===== src/rtl/spi_rx_pkg.sv =====
// Shared SPI definitions: frame width common to transmitter and receiver,
// and the receiver state encoding.
package spi_rx_pkg;

  localparam int SPI_FRAME_W = 10;

  typedef enum logic [1:0] {
    IDLE  = 2'd0,
    SHIFT = 2'd1,
    FULL  = 2'd2,
    DRAIN = 2'd3
  } spi_state_t;

endpackage


===== src/rtl/spi_rx_sync.sv =====
// Two-flop synchronizer plus one delay flop for a single asynchronous line,
// with rise/fall detection on the synchronized value.
module spi_rx_sync #(
  parameter logic RESET_VAL = 1'b0
) (
  input  logic clk,
  input  logic reset,
  input  logic din,
  output logic level,
  output logic rise,
  output logic fall
);

  logic s1;
  logic s2;
  logic s3;

  always_ff @(posedge clk or posedge reset) begin
    if (reset) begin
      s1 <= RESET_VAL;
      s2 <= RESET_VAL;
      s3 <= RESET_VAL;
    end else begin
      s1 <= din;
      s2 <= s1;
      s3 <= s2;
    end
  end

  assign level = s2;
  assign rise  = s2 & ~s3;
  assign fall  = ~s2 & s3;

endmodule


===== src/rtl/spi_rx.sv =====
// SPI slave receiver: clk-domain sampling of spi_clk/cs/sdi, DATA_W-bit MSB-first
// frames, with short-frame, overrun and timeout error detection.
module spi_rx
  import spi_rx_pkg::*;
#(
  parameter int DATA_W  = SPI_FRAME_W,
  parameter int TIMEOUT = 4000
) (
  input  logic              clk,
  input  logic              reset,
  input  logic              spi_clk,
  input  logic              cs,
  input  logic              sdi,
  output logic [DATA_W-1:0] data_out,
  output logic              data_valid,
  output logic              frame_err,
  output logic              busy
);

  localparam int CNT_W = $clog2(DATA_W + 1);
  localparam int TO_W  = $clog2(TIMEOUT + 1);

  logic sclk_rise;
  logic cs_level;
  logic cs_rise;
  logic cs_fall;
  logic sdi_bit;
  logic unused_sclk_level;
  logic unused_sclk_fall;
  logic unused_sdi_rise;
  logic unused_sdi_fall;

  spi_rx_sync #(.RESET_VAL(1'b0)) u_sync_sclk (
    .clk   (clk),
    .reset (reset),
    .din   (spi_clk),
    .level (unused_sclk_level),
    .rise  (sclk_rise),
    .fall  (unused_sclk_fall)
  );

  spi_rx_sync #(.RESET_VAL(1'b1)) u_sync_cs (
    .clk   (clk),
    .reset (reset),
    .din   (cs),
    .level (cs_level),
    .rise  (cs_rise),
    .fall  (cs_fall)
  );

  spi_rx_sync #(.RESET_VAL(1'b0)) u_sync_sdi (
    .clk   (clk),
    .reset (reset),
    .din   (sdi),
    .level (sdi_bit),
    .rise  (unused_sdi_rise),
    .fall  (unused_sdi_fall)
  );

  spi_state_t        state;
  spi_state_t        state_next;
  logic [DATA_W-1:0] sreg;
  logic [CNT_W-1:0]  bit_cnt;
  logic [TO_W-1:0]   to_cnt;
  logic              overrun;
  logic [1:0]        settle;
  logic              armed;
  logic              timed_out;

  logic do_start;
  logic do_shift;
  logic do_load;
  logic fe_next;
  logic set_overrun;

  assign timed_out = (to_cnt == TO_W'(TIMEOUT));
  assign busy      = (state != IDLE);

  always_ff @(posedge clk or posedge reset) begin
    if (reset) begin
      state <= IDLE;
    end else begin
      state <= state_next;
    end
  end

  // cs rise always wins over a same-cycle spi_clk rise; timeout only when the line is quiet
  always_comb begin
    state_next  = state;
    do_start    = 1'b0;
    do_shift    = 1'b0;
    do_load     = 1'b0;
    fe_next     = 1'b0;
    set_overrun = 1'b0;
    case (state)
      IDLE: begin
        if (cs_fall && armed) begin
          state_next = SHIFT;
          do_start   = 1'b1;
        end
      end
      SHIFT: begin
        if (cs_rise) begin
          state_next = IDLE;
          fe_next    = 1'b1;
        end else if (sclk_rise) begin
          do_shift = 1'b1;
          if (bit_cnt == CNT_W'(DATA_W - 1)) begin
            state_next = FULL;
          end
        end else if (timed_out) begin
          state_next = DRAIN;
          fe_next    = 1'b1;
        end
      end
      FULL: begin
        if (cs_rise) begin
          state_next = IDLE;
          do_load    = 1'b1;
        end else if (sclk_rise) begin
          state_next  = DRAIN;
          set_overrun = 1'b1;
        end else if (timed_out) begin
          state_next = DRAIN;
          fe_next    = 1'b1;
        end
      end
      DRAIN: begin
        if (cs_rise) begin
          state_next = IDLE;
          fe_next    = overrun;
        end
      end
      default: state_next = IDLE;
    endcase
  end

  // armed waits for the cs synchronizer to flush after reset, so a cs that is
  // still low from an aborted frame cannot masquerade as a fresh cs fall
  always_ff @(posedge clk or posedge reset) begin
    if (reset) begin
      settle <= 2'd0;
      armed  <= 1'b0;
    end else begin
      if (settle != 2'd3) begin
        settle <= settle + 2'd1;
      end else if (cs_level) begin
        armed <= 1'b1;
      end
    end
  end

  always_ff @(posedge clk or posedge reset) begin
    if (reset) begin
      sreg       <= '0;
      bit_cnt    <= '0;
      to_cnt     <= '0;
      overrun    <= 1'b0;
      data_out   <= '0;
      data_valid <= 1'b0;
      frame_err  <= 1'b0;
    end else begin
      data_valid <= do_load;
      frame_err  <= fe_next;

      if (do_start) begin
        bit_cnt <= '0;
        overrun <= 1'b0;
      end else if (do_shift) begin
        sreg    <= {sreg[DATA_W-2:0], sdi_bit};
        bit_cnt <= bit_cnt + CNT_W'(1);
      end

      if (set_overrun) begin
        overrun <= 1'b1;
      end

      if (do_start) begin
        to_cnt <= '0;
      end else if (state == SHIFT || state == FULL) begin
        if (sclk_rise) begin
          to_cnt <= '0;
        end else if (!timed_out) begin
          to_cnt <= to_cnt + TO_W'(1);
        end
      end

      if (do_load) begin
        data_out <= sreg;
      end
    end
  end

endmodule


===== config.mk =====
export PLATFORM = sky130hd
export DESIGN_NAME = spi_rx
export DESIGN_NICKNAME = d
export VERILOG_FILES = /design/src/rtl/spi_rx_pkg.sv /design/src/rtl/spi_rx_sync.sv /design/src/rtl/spi_rx.sv
export SDC_FILE = /design/constraint.sdc
export NUM_CORES = 1
export LEC_CHECK = 0
export ABC_AREA = 1
export CAP_MARGIN = 20
export CORE_UTILIZATION = 55
export CTS_BUF_LIST = sky130_fd_sc_hd__clkbuf_4
export DETAILED_ROUTE_END_ITERATION = 8
export PLACE_DENSITY = 0.78
export SKIP_CTS_REPAIR_TIMING = 1
export SLEW_MARGIN = 20
export SYNTH_ARGS = -nofsm -noshare
export SYNTH_HDL_FRONTEND = slang
export SYNTH_SLANG_ARGS = --single-unit
export TNS_END_PERCENT = 1

===== constraint.sdc =====
create_clock -name clk -period 1.65 [get_ports clk]
set_input_delay 0.33 -clock clk [delete_from_list [all_inputs] [get_ports clk]]
set_output_delay 0.33 -clock clk [all_outputs]
set_load 0.03 [all_outputs]

==> results_dict.tcl <==
set metrics [dict create \
    outcome "completed" \
    grt_use_total_pct 20.7 \
    clockBufferDepth 2 \
    placeableCoreArea_um2 4410 \
    synth_async_sr_flop_share_pct 100 \
    worst_path_cell_trace "inv_2, ha_4, buf_6, inv_2, buf_6" \
    antenna_left 0 \
    cp_slowest_stage_delay_ns 0.42 \
    power.density_nw_per_um2 1330 \
    clockPowerShare_pct 15.8 \
    crit_path_max_fanout 4 \
    gr-usage-met2_pct 34.2 \
    synth_enable_flop_cells 0 \
    busiest_layer "met2" \
    die_width_um 70.1 \
    floorplan.die.height_um 70.1 \
    die-area_um2 4910 \
    area.growth.synth_to_final_pct 15.9 \
    clkLatencyLatePin_ns 0.38 \
    crit_path_end_kind "output pin" \
    drv_slew 0 \
    synth_top_cells_by_area "sky130_fd_sc_hd__dfrtp_1, sky130_fd_sc_hd__nand2_1, sky130_fd_sc_hd__inv_1" \
    design.portCount 18 \
    power_frac_comb_pct 41.8 \
    synth_ff_type "sky130_fd_sc_hd__dfrtp_1" \
    worstMarginPinSlew_ns 0.356 \
    cts.reportedPaths.clkPinSlew_ns 0.16 \
    final_net_count 345 \
    grt.met1_usage_pct 27.1 \
    yosysMostFrequentCell "sky130_fd_sc_hd__nand2_1" \
    post_synth_instance_area_um2 2550 \
    gpl.final_weighted_congestion 0.839 \
    first_global_vias 1865 \
    timing.clock.skew_ns 0.0116 \
    synth.yosys.warnings 0 \
    synthesis.area_per_instance_um2 8.41 \
    worstSetupPathType "register to output pin" \
    layout_worst_path_cycle_share_pct 99.1 \
    synth_nets 318 \
    worstPathRequired_ns 1.32 \
    filler_free_cell_count_of_the_finished_design 383 \
    detailedRoute.firstPassIterationCount 4 \
    worst_path_max_delay_cell "sky130_fd_sc_hd__dfrtp_1" \
    unique_cell_type_count_in_the_yosys_netlist 33 \
    setup_tns_ns 0 \
    grt_first_pass_wirelength_mm 8.02 \
    placedCellCount 374 \
    routed_wire_length_per_instance_um 12.2 \
    critical-path-top-delay-family "flip-flops" \
    report.power.total_w 0.00393 \
    synth_seq_cells 52 \
    worstPathBufferInverterCount 4 \
    worst_hold_class "input pin to async pin" \
    total_switching_power_w 0.00159 \
    final_period_minus_worst_setup_slack_ns 1.63 \
    antenna_found_initial 0 \
    dp_hpwl_mm 3.33 \
    proportion_of_power_drawn_by_flip_flops_and_latches_pct 42.4 \
    cts_inserted_buffers 5 \
    detailroute.via_count 1989 \
    globalRouteOverflowTotal 0 \
    clkSinkCount 52 \
    layout.cell_area.non_filler_um2 2950 \
    cts_htree_levels 2 \
    yosysTopAreaCellShare_pct 48.1 \
    grt_setup_unrepaired "yes" \
    drt-initial-drc-count 127 \
    synth.top_cells.by_count "sky130_fd_sc_hd__nand2_1, sky130_fd_sc_hd__dfrtp_1, sky130_fd_sc_hd__inv_1" \
    dp_worst_setup_slack_ns 0.0133 \
    netSwitchingFraction_pct 40.5 \
    internal_power_w 0.00234 \
    routed_wl_mm 4.67 \
    vias_per_cell 5.19 \
    met3_usage_pct 3.75 \
    cp.arrival_ns 1.30 \
    antenna-diode-count 0 \
    cts_tree "built" \
    static_leakage_power_nw 1.56 \
    achievable-frequency_mhz 612 \
    cts_root_buffer "sky130_fd_sc_hd__clkbuf_4" \
    nFillCells 347 \
    drive_gt1_share_pct 11.8 \
    worst_setup_path_start_kind "register" \
    max-vdd-ir-drop_mv 0.963 \
    port_buffers 17 \
    setup-violations-final 0 \
    number_of_cells_produced_by_synthesis 303 \
    grt_start_max_net_pins 22 \
    dpl-instance-area_um2 2830 \
    yosysSeqAreaShare_pct 51.2 \
    remaining_drc_errors 0 \
    synthDominantAreaCellType "sky130_fd_sc_hd__dfrtp_1" \
    maxCapViolCount 0 \
    initial_utilization_pct 57.7 \
    hold_violations 0 \
    placementRows 24 \
    slew_limit_headroom_pct 76.2 \
    postLayoutSetupSlackWorst_ns 0.0156 \
]
==> path summary, 6_finish.rpt <==
path	depth (start not counted)	start	end	slack (ns)
setup reg to reg	6	u_sync_cs.level	to_cnt[9]	0.11
max in group asynchronous	3	reset	u_sync_cs.s3	1.00
hold reg to reg	0	u_sync_cs.s1	u_sync_cs.level	0.37
hold / removal	2	reset	to_cnt[7]	0.18
min in group clk	1	cs	u_sync_cs.s1	0.34
setup / recovery	5	state[1]	busy	0.02
==> power groups by stage <==
stage          sequential [W]  combinational [W]  clock (W)
6_report              0.00167            0.00164   0.000619
5_1_grt               0.00170            0.00185   0.000689
4_1_cts               0.00167            0.00156   0.000643
3_5_place_dp          0.00169            0.00155          0
3_3_place_gp          0.00169            0.00151          0
2_1_floorplan         0.00178            0.00104          0
==> flip-flops by register name, indices dropped and copies added (netlist names), 2 cells and up <==
register	flops
sreg	10
data_out	10
state	2
bit_cnt	4
settle	2
to_cnt	12
==> placed cells by master (no fill, tap or decap), types with 2 or more instances in the layout <==
master | Yosys | layout
sky130_fd_sc_hd__a21oi_1 | 8 | 8
sky130_fd_sc_hd__buf_12 | 0 | 2
sky130_fd_sc_hd__buf_4 | 0 | 6
sky130_fd_sc_hd__buf_6 | 1 | 2
sky130_fd_sc_hd__clkbuf_4 | 0 | 5
sky130_fd_sc_hd__clkdlybuf4s50_1 | 0 | 4
sky130_fd_sc_hd__dfrtp_1 | 49 | 49
sky130_fd_sc_hd__dfstp_2 | 3 | 3
sky130_fd_sc_hd__dlymetal6s2s_1 | 0 | 12
sky130_fd_sc_hd__ha_1 | 10 | 9
sky130_fd_sc_hd__inv_1 | 42 | 38
sky130_fd_sc_hd__inv_2 | 3 | 7
sky130_fd_sc_hd__nand2_1 | 82 | 82
sky130_fd_sc_hd__nand3_1 | 15 | 15
sky130_fd_sc_hd__nand4_1 | 9 | 9
sky130_fd_sc_hd__nor2_1 | 24 | 24
sky130_fd_sc_hd__nor2_2 | 2 | 2
sky130_fd_sc_hd__nor3_1 | 2 | 2
sky130_fd_sc_hd__o21ai_0 | 26 | 24
sky130_fd_sc_hd__o21ai_1 | 5 | 7
sky130_fd_sc_hd__o21ai_2 | 2 | 2
==> cell families (layout without fill, tap and decap cells) <==
logic type	after synthesis	in the layout	share of synthesized area [%]
AO/OA/AOI/OAI	47	47	10.2
adder cells (fa/ha/maj)	10	10	4.91
XOR/XNOR	2	2	0.688
multiplexers	1	1	0.442
AND/OR/NAND/NOR	140	140	24.5
buffers and inverters	51	79	8.05
flip-flops	52	52	51.2
==> cell type report <==
| class | count | area, um2 | share of cell area [%] |
|---|---|---|---|
| Tap cell | 52 | 65.1 | 2.20 |
| Multi-Input combinational cell | 200 | 1050 | 35.6 |
| Clock buffer | 5 | 37.5 | 1.27 |
| Timing Repair Buffer | 26 | 298 | 10.1 |
| Clock inverter | 3 | 27.5 | 0.933 |
| Sequential cell | 52 | 1310 | 44.2 |
| Inverter | 45 | 169 | 5.72 |
==> per-stage QoR <==
step                      hold slack, ns  util (%)
after floorplan                    0.331         -
after global placement             0.335      64.1
after detailed placement           0.336      64.1
after CTS                          0.175      65.6
after global routing               0.187      66.9
final                              0.181      66.9
==> routing by layer <==
metal  wire length [um]  share of wire (%)
met5                  0                  0
met4                 53                1.1
met3                187                4.0
met2               2170                 46
met1               2270                 48
Power figures use the tool's default switching activity.
